[src/rtl/mix_columns_seq.sv]
// Sequential AES MixColumns: mixes COLS_PER_CYCLE columns per clock through shared column
// mixers, with a per-block bypass for the final cipher round.
module mix_columns_seq #(
    parameter int unsigned COLS_PER_CYCLE = 1
) (
    input  logic         clk,
    input  logic         rst,
    input  logic         in_valid,
    output logic         in_ready,
    input  logic [127:0] in_state,
    input  logic         in_last,
    output logic         out_valid,
    input  logic         out_ready,
    output logic [127:0] out_state
);

    if (COLS_PER_CYCLE != 1 && COLS_PER_CYCLE != 2 && COLS_PER_CYCLE != 4) begin : g_bad_cols
        $error("mix_columns_seq: COLS_PER_CYCLE must be 1, 2 or 4");
    end

    localparam logic [1:0] ColStep = 2'(COLS_PER_CYCLE);
    localparam logic [1:0] LastCol = 2'(4 - COLS_PER_CYCLE);

    typedef enum logic [1:0] {StIdle, StBusy, StDone} state_e;

    state_e              state_q;
    logic [1:0]          col_q;
    logic [3:0][31:0]    work_q;
    logic [3:0][31:0]    work_d;
    logic [127:0]        out_state_q;
    logic                out_valid_q;
    logic                accept;

    function automatic logic [7:0] xt(input logic [7:0] b);
        return {b[6:0], 1'b0} ^ (b[7] ? 8'h1b : 8'h00);
    endfunction

    // Column word holds row 0 in its top byte.
    function automatic logic [31:0] mix_col(input logic [31:0] c);
        logic [7:0] a0, a1, a2, a3;
        logic [7:0] r0, r1, r2, r3;
        a0 = c[31:24];
        a1 = c[23:16];
        a2 = c[15:8];
        a3 = c[7:0];
        r0 = xt(a0) ^ xt(a1) ^ a1 ^ a2 ^ a3;
        r1 = a0 ^ xt(a1) ^ xt(a2) ^ a2 ^ a3;
        r2 = a0 ^ a1 ^ xt(a2) ^ xt(a3) ^ a3;
        r3 = xt(a0) ^ a0 ^ a1 ^ a2 ^ xt(a3);
        return {r0, r1, r2, r3};
    endfunction

    // Column 0 sits in the most significant word, so column c lives in slot 3-c.
    function automatic logic [1:0] slot(input logic [1:0] c);
        return ~c;
    endfunction

    assign in_ready  = (state_q == StIdle) | ((state_q == StDone) & out_ready);
    assign accept    = in_valid & in_ready;
    assign out_valid = out_valid_q;
    assign out_state = out_state_q;

    always_comb begin
        work_d = work_q;
        for (int unsigned k = 0; k < COLS_PER_CYCLE; k++) begin
            work_d[slot(col_q + 2'(k))] = mix_col(work_q[slot(col_q + 2'(k))]);
        end
    end

    always_ff @(posedge clk) begin
        if (rst) begin
            state_q     <= StIdle;
            col_q       <= 2'd0;
            work_q      <= '0;
            out_state_q <= '0;
            out_valid_q <= 1'b0;
        end else if (accept) begin
            if (in_last) begin
                state_q     <= StDone;
                out_state_q <= in_state;
                out_valid_q <= 1'b1;
            end else begin
                state_q     <= StBusy;
                col_q       <= 2'd0;
                work_q      <= in_state;
                out_valid_q <= 1'b0;
            end
        end else begin
            unique case (state_q)
                StBusy: begin
                    work_q <= work_d;
                    col_q  <= col_q + ColStep;
                    if (col_q == LastCol) begin
                        state_q     <= StDone;
                        out_state_q <= work_d;
                        out_valid_q <= 1'b1;
                    end
                end
                StDone: begin
                    if (out_ready) begin
                        state_q     <= StIdle;
                        out_valid_q <= 1'b0;
                    end
                end
                default: ;
            endcase
        end
    end

endmodule

[config.mk]
export PLATFORM = sky130hd
export DESIGN_NAME = mix_columns_seq
export DESIGN_NICKNAME = d
export VERILOG_FILES = /design/src/rtl/mix_columns_seq.sv
export SDC_FILE = /design/constraint.sdc
export NUM_CORES = 1
export LEC_CHECK = 0
export CAP_MARGIN = 10
export CORE_UTILIZATION = 50
export DETAILED_ROUTE_END_ITERATION = 10
export PLACE_DENSITY = 0.81
export SLEW_MARGIN = 5
export SYNTH_ARGS = -nofsm -noshare
export SYNTH_HDL_FRONTEND = slang
export SYNTH_SLANG_ARGS = --single-unit
[constraint.sdc]
create_clock -name clk -period 7.05 [get_ports clk]
set_clock_uncertainty 0.15 [all_clocks]
set_input_delay 1.41 -clock clk [delete_from_list [all_inputs] [get_ports clk]]
set_output_delay 1.41 -clock clk [all_outputs]
set_load 0.005 [all_outputs]
==> Word-level counts from Yosys, hierarchy flattened <==
Index checks and enable logic that the tools add are counted.
{ "op_classes": {"addsub": 1, "magnitude_cmp": 2, "n_eq_ne": 7, "mux": 29, "bitwise": 24, "n_reduce_logical": 8} }
{ "op_table": {"columns": ["op", "n"], "rows": [
  ["128-bit 2-to-1 mux", 7],
  ["128-bit bitwise mux", 1],
  ["8-bit XOR", 16],
  ["32-bit binary-select mux with 2-bit select", 1],
  ["32-bit demux with 2-bit select", 1],
  ["32-bit 2-to-1 mux", 2],
  ["8-bit by 5-bit XOR with 8-bit output", 4],
  ["5-bit 2-to-1 mux", 4],
  ["2-bit 2-to-1 mux", 7],
  ["3-bit != test, second input constant", 2],
  ["3-bit AND reduction", 2],
  ["2-bit equality test, second input constant", 2],
  ["1-bit 2-to-1 mux", 4],
  ["2-bit != test, second input constant", 2],
  ["2-bit one-hot mux with 2 select lines", 1],
  ["2-bit nonzero test", 2],
  ["2-bit by 3-bit < comparator with 1-bit output, second input constant", 1],
  ["3-bit nonzero test", 1],
  ["2-bit by 1-bit adder with 2-bit output, second input constant", 1],
  ["1-bit AND", 2],
  ["2-bit by 1-bit equality test with 1-bit output, second input constant", 1],
  ["2-bit by 1-bit greater-or-equal comparator with 1-bit output, second input constant", 1],
  ["2-bit zero test", 1],
  ["2-bit NOT", 1],
  ["4 further kinds", 4]
]} }
{ "totals": {"regBits": 261, "inputBits": 133, "output_inout_bits": 130, "word_cells": 79} }

==> Depth between registers and ports, before layout <==
Gate-level depths: netlist of run 1.
{ "logic_depth": {"depth_word": 13, "mapped_depth": 13, "depth_no_buf": 7} }

==> Least setup slack after synthesis of run 1 <==
OpenSTA, ideal clock, no wires.
{ "synth_timing": {"path_kind": "input to output", "from": "input out_ready", "to": "output in_ready", "t_arrival_ps": 1656, "required_ps": 5490, "setup_slack_ps": 3834, "path_stages": 2, "n_path_buf": 0, "cell_sequence": "nor2b_1 > nor2_1"} }
{ "synth_via": {"elab_chain_len": 2} }
{ "synth_rtl": {"columns": ["element", "line", "source"], "rows": [
  ["start, declared", "13", "input logic out_ready,"],
  ["1-bit AND", "58", "assign in_ready = (state_q == StIdle) | ((state_q == StDone) & out_ready);"],
  ["1-bit OR", "58", null],
  ["end, declared", "9", "output logic in_ready,"]
]} }
Every way passes these cells.

==> Worst setup path in the final report of run 1 <==
Same ends and word-level chain as after synthesis.

==> results.yml, run 1 <==
run_status:
  run_status: "finished clean"
cells_and_area:
  layout-drive-gt1-share_pct: 8.38
  fin_util_pct: 64.4
  multi_input_area_um2: 8020
  syn_to_final_growth_pct: 25.0
  final_nets: 1776
  fillerInstances: 2214
  regArea_um2: 5210
flow_run:
  max_cap_violations: 0
synth:
  synth.avg_cell_area_um2: 9.40
  synth_flop_cell: "dfxtp_1"
  synth-seq-cells: 260
  yosys_warnings: 0
  syn-cell-area_um2: 14000
  synthTopCellsByCount: "260 x dfxtp_1, 145 x clkbuf_1, 121 x a21oi_1, 110 x nor2_1, 89 x nand2_1"
  synthTopCellsByArea: "dfxtp_1 37%, a221oi_1 4.7%, mux4_2 4.7%"
  yosysMostFrequentCell: "dfxtp_1"
  yosysTopAreaCellShare_pct: 37.2
  yosysTopAreaCell: "dfxtp_1"
  syn-num-nets: 1626
  async_flop_share_pct: 0
  ys_seq_area_share_pct: 37.2
  syn_inst: 1489
  synth_edf_count: 0
  synth_cell_types: 54
sta:
  maxSlewHeadroom_pct: 14.2
  slew_viol_final: 0
  fin_crit_sh_pct: 61.9
  tns_ns: 0
  rsz0062_at_grt: "no"
  tightest_slew_ns: 1.28
  layout_setup_ws_ns: 2.69
  post-route-min-period_ns: 4.36
  finalSetupViolations: 0
  fmax_ghz: 0.229
  finalHoldViolCount: 0
clock_network:
  cts.clk_slew.worst_paths_ns: 0.06
  cts_buffers: 27
  cts_max_level: 1
  numClockSinks: 260
  cts.hold.buffers_added: 0
  cts-root-buf: "clkbuf_16"
  cts_resized: 0
  postCtsSetupBuffers: 0
  clk_latency_ns: 0.54
  cts_tree: "built"
  clock_path_buffers: 3
worst_setup_path:
  cp_cell_sequence: "clkdlybuf4s50_1, nor2b_1, nor2_1, clkdlybuf4s50_1"
  cp_max_fo: 4
  cp-end-kind: "output pin"
  critPathSlowestCell: "clkdlybuf4s50_1"
  crit_required_ns: 5.49
  worstPathArrival_ns: 2.80
  slowest_delay_ns: 0.48
  crit_path_frequent_cell: "clkdlybuf4s50_1"
  critPathLaunchType: "input port"
  worstSetupPathType: "in2out"
floorplan:
  die_w_um: 169
  core_um2: 27200
  die_area_um2: 28700
  dieHeight_um: 169
  start_util_pct: 51.5
  rows: 60
  io_pins: 263
routing:
  drt_first_iter_violations: 2322
  first_pass_iters: 6
  drc: 0
  vias_per_cell: 7.11
  totalWireLength_um: 53200
  postRouteAntennaNets: 0
  avgRoutedWirePerCell_um: 26.1
  vias: 14453
placed_design:
  dp_slack_ns: 2.48
  place_congestion: 0.969
  place_hpwl_um: 35400
  portBuffers: 262
grt:
  grt_overflow: 0
  grt_pass1_wl_um: 80200
  grt_pass1_vias: 13329
  grt_max_degree: 96
  gr-usage-all-layers_pct: 35.9
  grt_antenna_before_repair: 3
min_path:
  hp-class: "reg2reg"
pwr:
  p_leak_nw: 5.93
  vdd_drop_max_mv: 0.259
  power.density_nw_per_um2: 349
  fin_total_pwr_mw: 6.10
[cell usage in the layout, fill, tap and decap left out, types with 4 or more instances in the layout]
cell               n
nor3b_1            4
a221oi_1          75
a31oi_1            5
or2_2              4
clkdlybuf4s50_1  261
nor2b_1            4
clkbuf_16         27
o32ai_1           47
a22oi_1           50
a211oi_1          42
xnor3_1           17
a311oi_1          24
nand3_1            4
nor2_1           109
a21oi_1          121
dfxtp_1          259
clkbuf_1           7
o211ai_1          73
and2_1            29
mux4_2            29
inv_1             30
clkinv_2           9
o311a_1           24
xor2_1            16
o221ai_1          72
ha_1               4
o22ai_1           47
nand2_1           89
o21ai_0           12
buf_4             22
xnor2_1           23
or3_1             54
xnor2_2           19
[per-stage QoR]
stage | hold slack [ns] | std cells | cell area [um2]
2_1_floorplan | 0.313 | 1489 | 14000
6_report | 0.320 | 2034 | 17500
4_1_cts | 0.322 | 2031 | 17500
5_1_grt | 0.332 | 2031 | 17500
3_5_place_dp | 0.313 | 1982 | 16600
3_3_place_gp | 0.311 | 1982 | 16600
[critical path: cells and delay by family]
kind,cells,cell delay (ns)
simple gates,2,0.46
buf+inv,2,0.93
[layer usage]
metal / up-vias / track usage [%] / wire, um
met1: 6926 / 49.6 / 20000
li1: 6148 / - / -
met4: 2 / 15.0 / 2290
met3: 182 / 9.38 / 7690
met2: 1195 / 52.9 / 23100
met5: - / 0 / 50
[sequential cells by signal (all words and copies together), names as in the netlist]
name	count
col_q	2
work_q	128
state_q	2
out_state	128
[final timing paths]
check / from / slack (ns) / end / depth (start not counted)
setup / recovery: out_ready / 2.69 / in_ready / 4
hold / removal: out_state[86] / 0.32 / out_state[86] / 2
setup reg to reg: col_q[0] / 2.90 / out_state[68] / 6
hold reg to reg: out_state[86] / 0.32 / out_state[86] / 2
[logic make-up (layout without fill, tap and decap cells)]
group,count (synthesis),in the layout,share of synthesized area (%)
AO/OA/AOI/OAI,599,599,31.8
AND/OR/NAND/NOR,309,309,10.3
flip-flops,260,260,37.2
buffers and inverters,195,365,5.69
XOR/XNOR,86,86,9.17
multiplexers,36,36,5.54
adder cells (fa/ha/maj),4,4,0.358
other,0,3,0
[cell type report]
| type | instances | share of cell area, % |
|---|---|---|
| multi-input cells | 1034 | 45.8 |
| flip-flops and latches | 260 | 29.8 |
| repair buffers | 284 | 16.0 |
| clock buffers | 37 | 4.25 |
| well taps | 372 | 2.66 |
| clock inverters | 12 | 0.773 |
| inverters | 32 | 0.687 |
| diodes | 3 | 0.0429 |
[where the power goes]
| group | switching, mW | total, mW | leakage (nW) | internal [mW] |
|---|---|---|---|---|
| clock network | 0.616 | 1.46 | 0.440 | 0.844 |
| registers | 0.179 | 1.83 | 2.14 | 1.65 |
| logic | 1.76 | 2.81 | 3.35 | 1.05 |
| total | 2.56 | 6.10 | 5.93 | 3.54 |
Power figures use the tool's default switching activity.
==> run 2: changes to the inputs <==
Clock period 7.05 ns to 4.13 ns, I/O delays scaled along.
==> run 2 against run 1 <==
Net effect: non-clock buffer count rose by 27; global-route usage rose by 0.35 points; count of clock-buffer cells in the layout rose by 3; worst setup slack got worse by 2.0 ns; first-iteration DRC count rose by 2.5%.
==> results.yml, run 2 (synthesized netlist as in run 1, its figures left out) <==
run_status:
  run_status: "finished clean"
cells_and_area:
  layout.cells.non_filler: 2060
  layout_commonest_cell: "clkdlybuf4s50_1"
  multi_input_area_um2: 8020
  layout_common_cells: "261 x clkdlybuf4s50_1, 259 x dfxtp_1, 121 x a21oi_1, 109 x nor2_1, 89 x nand2_1"
  syn_to_final_growth_pct: 26.6
  final_nets: 1803
  fin_util_pct: 65.2
  regArea_um2: 5210
  fillerInstances: 2180
  layout-drive-gt1-share_pct: 9.50
floorplan:
  rows: 60
  die_w_um: 169
  start_util_pct: 51.5
  io_pins: 263
  core_um2: 27200
  dieHeight_um: 169
  die_area_um2: 28700
routing:
  avgRoutedWirePerCell_um: 26.1
  vias_per_cell: 7.05
  postRouteAntennaNets: 0
  totalWireLength_um: 53700
  first_pass_iters: 7
  drc: 0
  vias: 14523
  drt_first_iter_violations: 2381
worst_setup_path:
  critPathSlowestCell: "xor2_1"
  cp.depth: 6
  cp_cell_sequence: "buf_4, mux4_2, xnor3_1, xor2_1, a21oi_1, a221oi_1"
  crit_required_ns: 4.42
  r2r_setup_slack_ns: 0.71
  worstPathArrival_ns: 3.72
  crit_family: "XOR/XNOR gates"
  cp_max_fo: 18
  worstSetupPathType: "reg2reg"
  cp-end-kind: "flip-flop"
  critPathLaunchType: "flip-flop"
  slowest_delay_ns: 0.69
  crit_buf_inv: 1
  worst-r2r-cell-count: 6
pwr:
  vdd_drop_max_mv: 0.470
  p_leak_nw: 6.05
  power.density_nw_per_um2: 592
sta:
  tightest_slew_ns: 1.08
  layout_setup_ws_ns: 0.706
  maxSlewHeadroom_pct: 27.4
  fin_crit_sh_pct: 82.9
  rsz0062_at_grt: "no"
  post-route-min-period_ns: 3.42
  finalSetupViolations: 0
  slew_viol_final: 0
  tns_ns: 0
  fmax_ghz: 0.292
  finalHoldViolCount: 0
flow_run:
  max_cap_violations: 0
min_path:
  hp-class: "reg2reg"
  worstHoldPathCells: 2
clock_network:
  cts_resized: 0
  clk_latency_ns: 0.55
  cts.clk_slew.worst_paths_ns: 0.06
  cts_tree: "built"
  cts.hold.buffers_added: 0
  cts_buffers: 27
  numClockSinks: 260
  cts_max_level: 1
  postCtsSetupBuffers: 0
  clock_path_buffers: 3
  cts-root-buf: "clkbuf_16"
grt:
  grt_pass1_vias: 13376
  grt_overflow: 0
  gr-usage-all-layers_pct: 36.2
  grt_antenna_before_repair: 3
  grt_max_degree: 93
  grt_pass1_wl_um: 80300
placed_design:
  portBuffers: 262
  dp_slack_ns: 0.597
  place_inst: 2009
  place_congestion: 0.982
  place_hpwl_um: 36800
-- run 2: cell types whose count changed in the layout (fill, tap and decap cells not counted) --
| cell | delta |
|---|---|
| clkinvlp_4 | +1 |
| buf_4 | +22 |
| clkinv_2 | -5 |
| buf_12 | +5 |
| bufinv_16 | -1 |
| clkbuf_1 | +4 |
| diode_2 | +1 |
| clkbuf_8 | -1 |
-- run 2: final cells by class --
cell class	instances	area share (%)
Timing Repair Buffer	311	17.3
Sequential cell	260	29.4
Antenna cell	4	0.0565
Inverter	32	0.678
Clock buffer	40	4.20
Clock inverter	7	0.494
Multi-Input combinational cell	1034	45.3
Tap cell	372	2.63
-- run 2: path summary, 6_finish.rpt --
path,from,to
worst max-delay path,col_q[0],out_state[86]
worst min-delay path,out_state[111],out_state[111]
worst max register to register,col_q[0],out_state[86]
worst min register to register,out_state[111],out_state[111]
-- run 2: through the flow --
stage | total power, mW | hold slack (ns) | instance area (um2)
6_report | 10.5 | 0.321 | 17700
5_1_grt | 10.7 | 0.342 | 17700
4_1_cts | 10.2 | 0.327 | 17700
3_5_place_dp | 7.85 | 0.314 | 16900
3_3_place_gp | 7.77 | 0.309 | 16900
2_1_floorplan | 5.89 | 0.313 | 14000
-- run 2: layer usage --
metal	part of all wire, %	GRT usage [%]	vias to the layer above	routed length [um]
met1	38	49.3	6913	20500
li1	-	-	6223	-
met5	0.063	0	-	34
met2	43	54.1	1159	23200
met3	14	9.75	224	7650
met4	4.3	15.5	4	2330
-- run 2: worst register-to-register path: stages, from the launching register on --
cell and delay [ns]:
dfxtp_2 0.68, buf_4 0.29, mux4_2 0.63, xnor3_1 0.39, xor2_1 0.69, a21oi_1 0.15
a221oi_1 0.35
-- run 2: power by group --
part	internal, mW	switching, mW
logic	1.87	3.07
clock network	1.36	1.04
registers	2.81	0.317
total	6.05	4.43
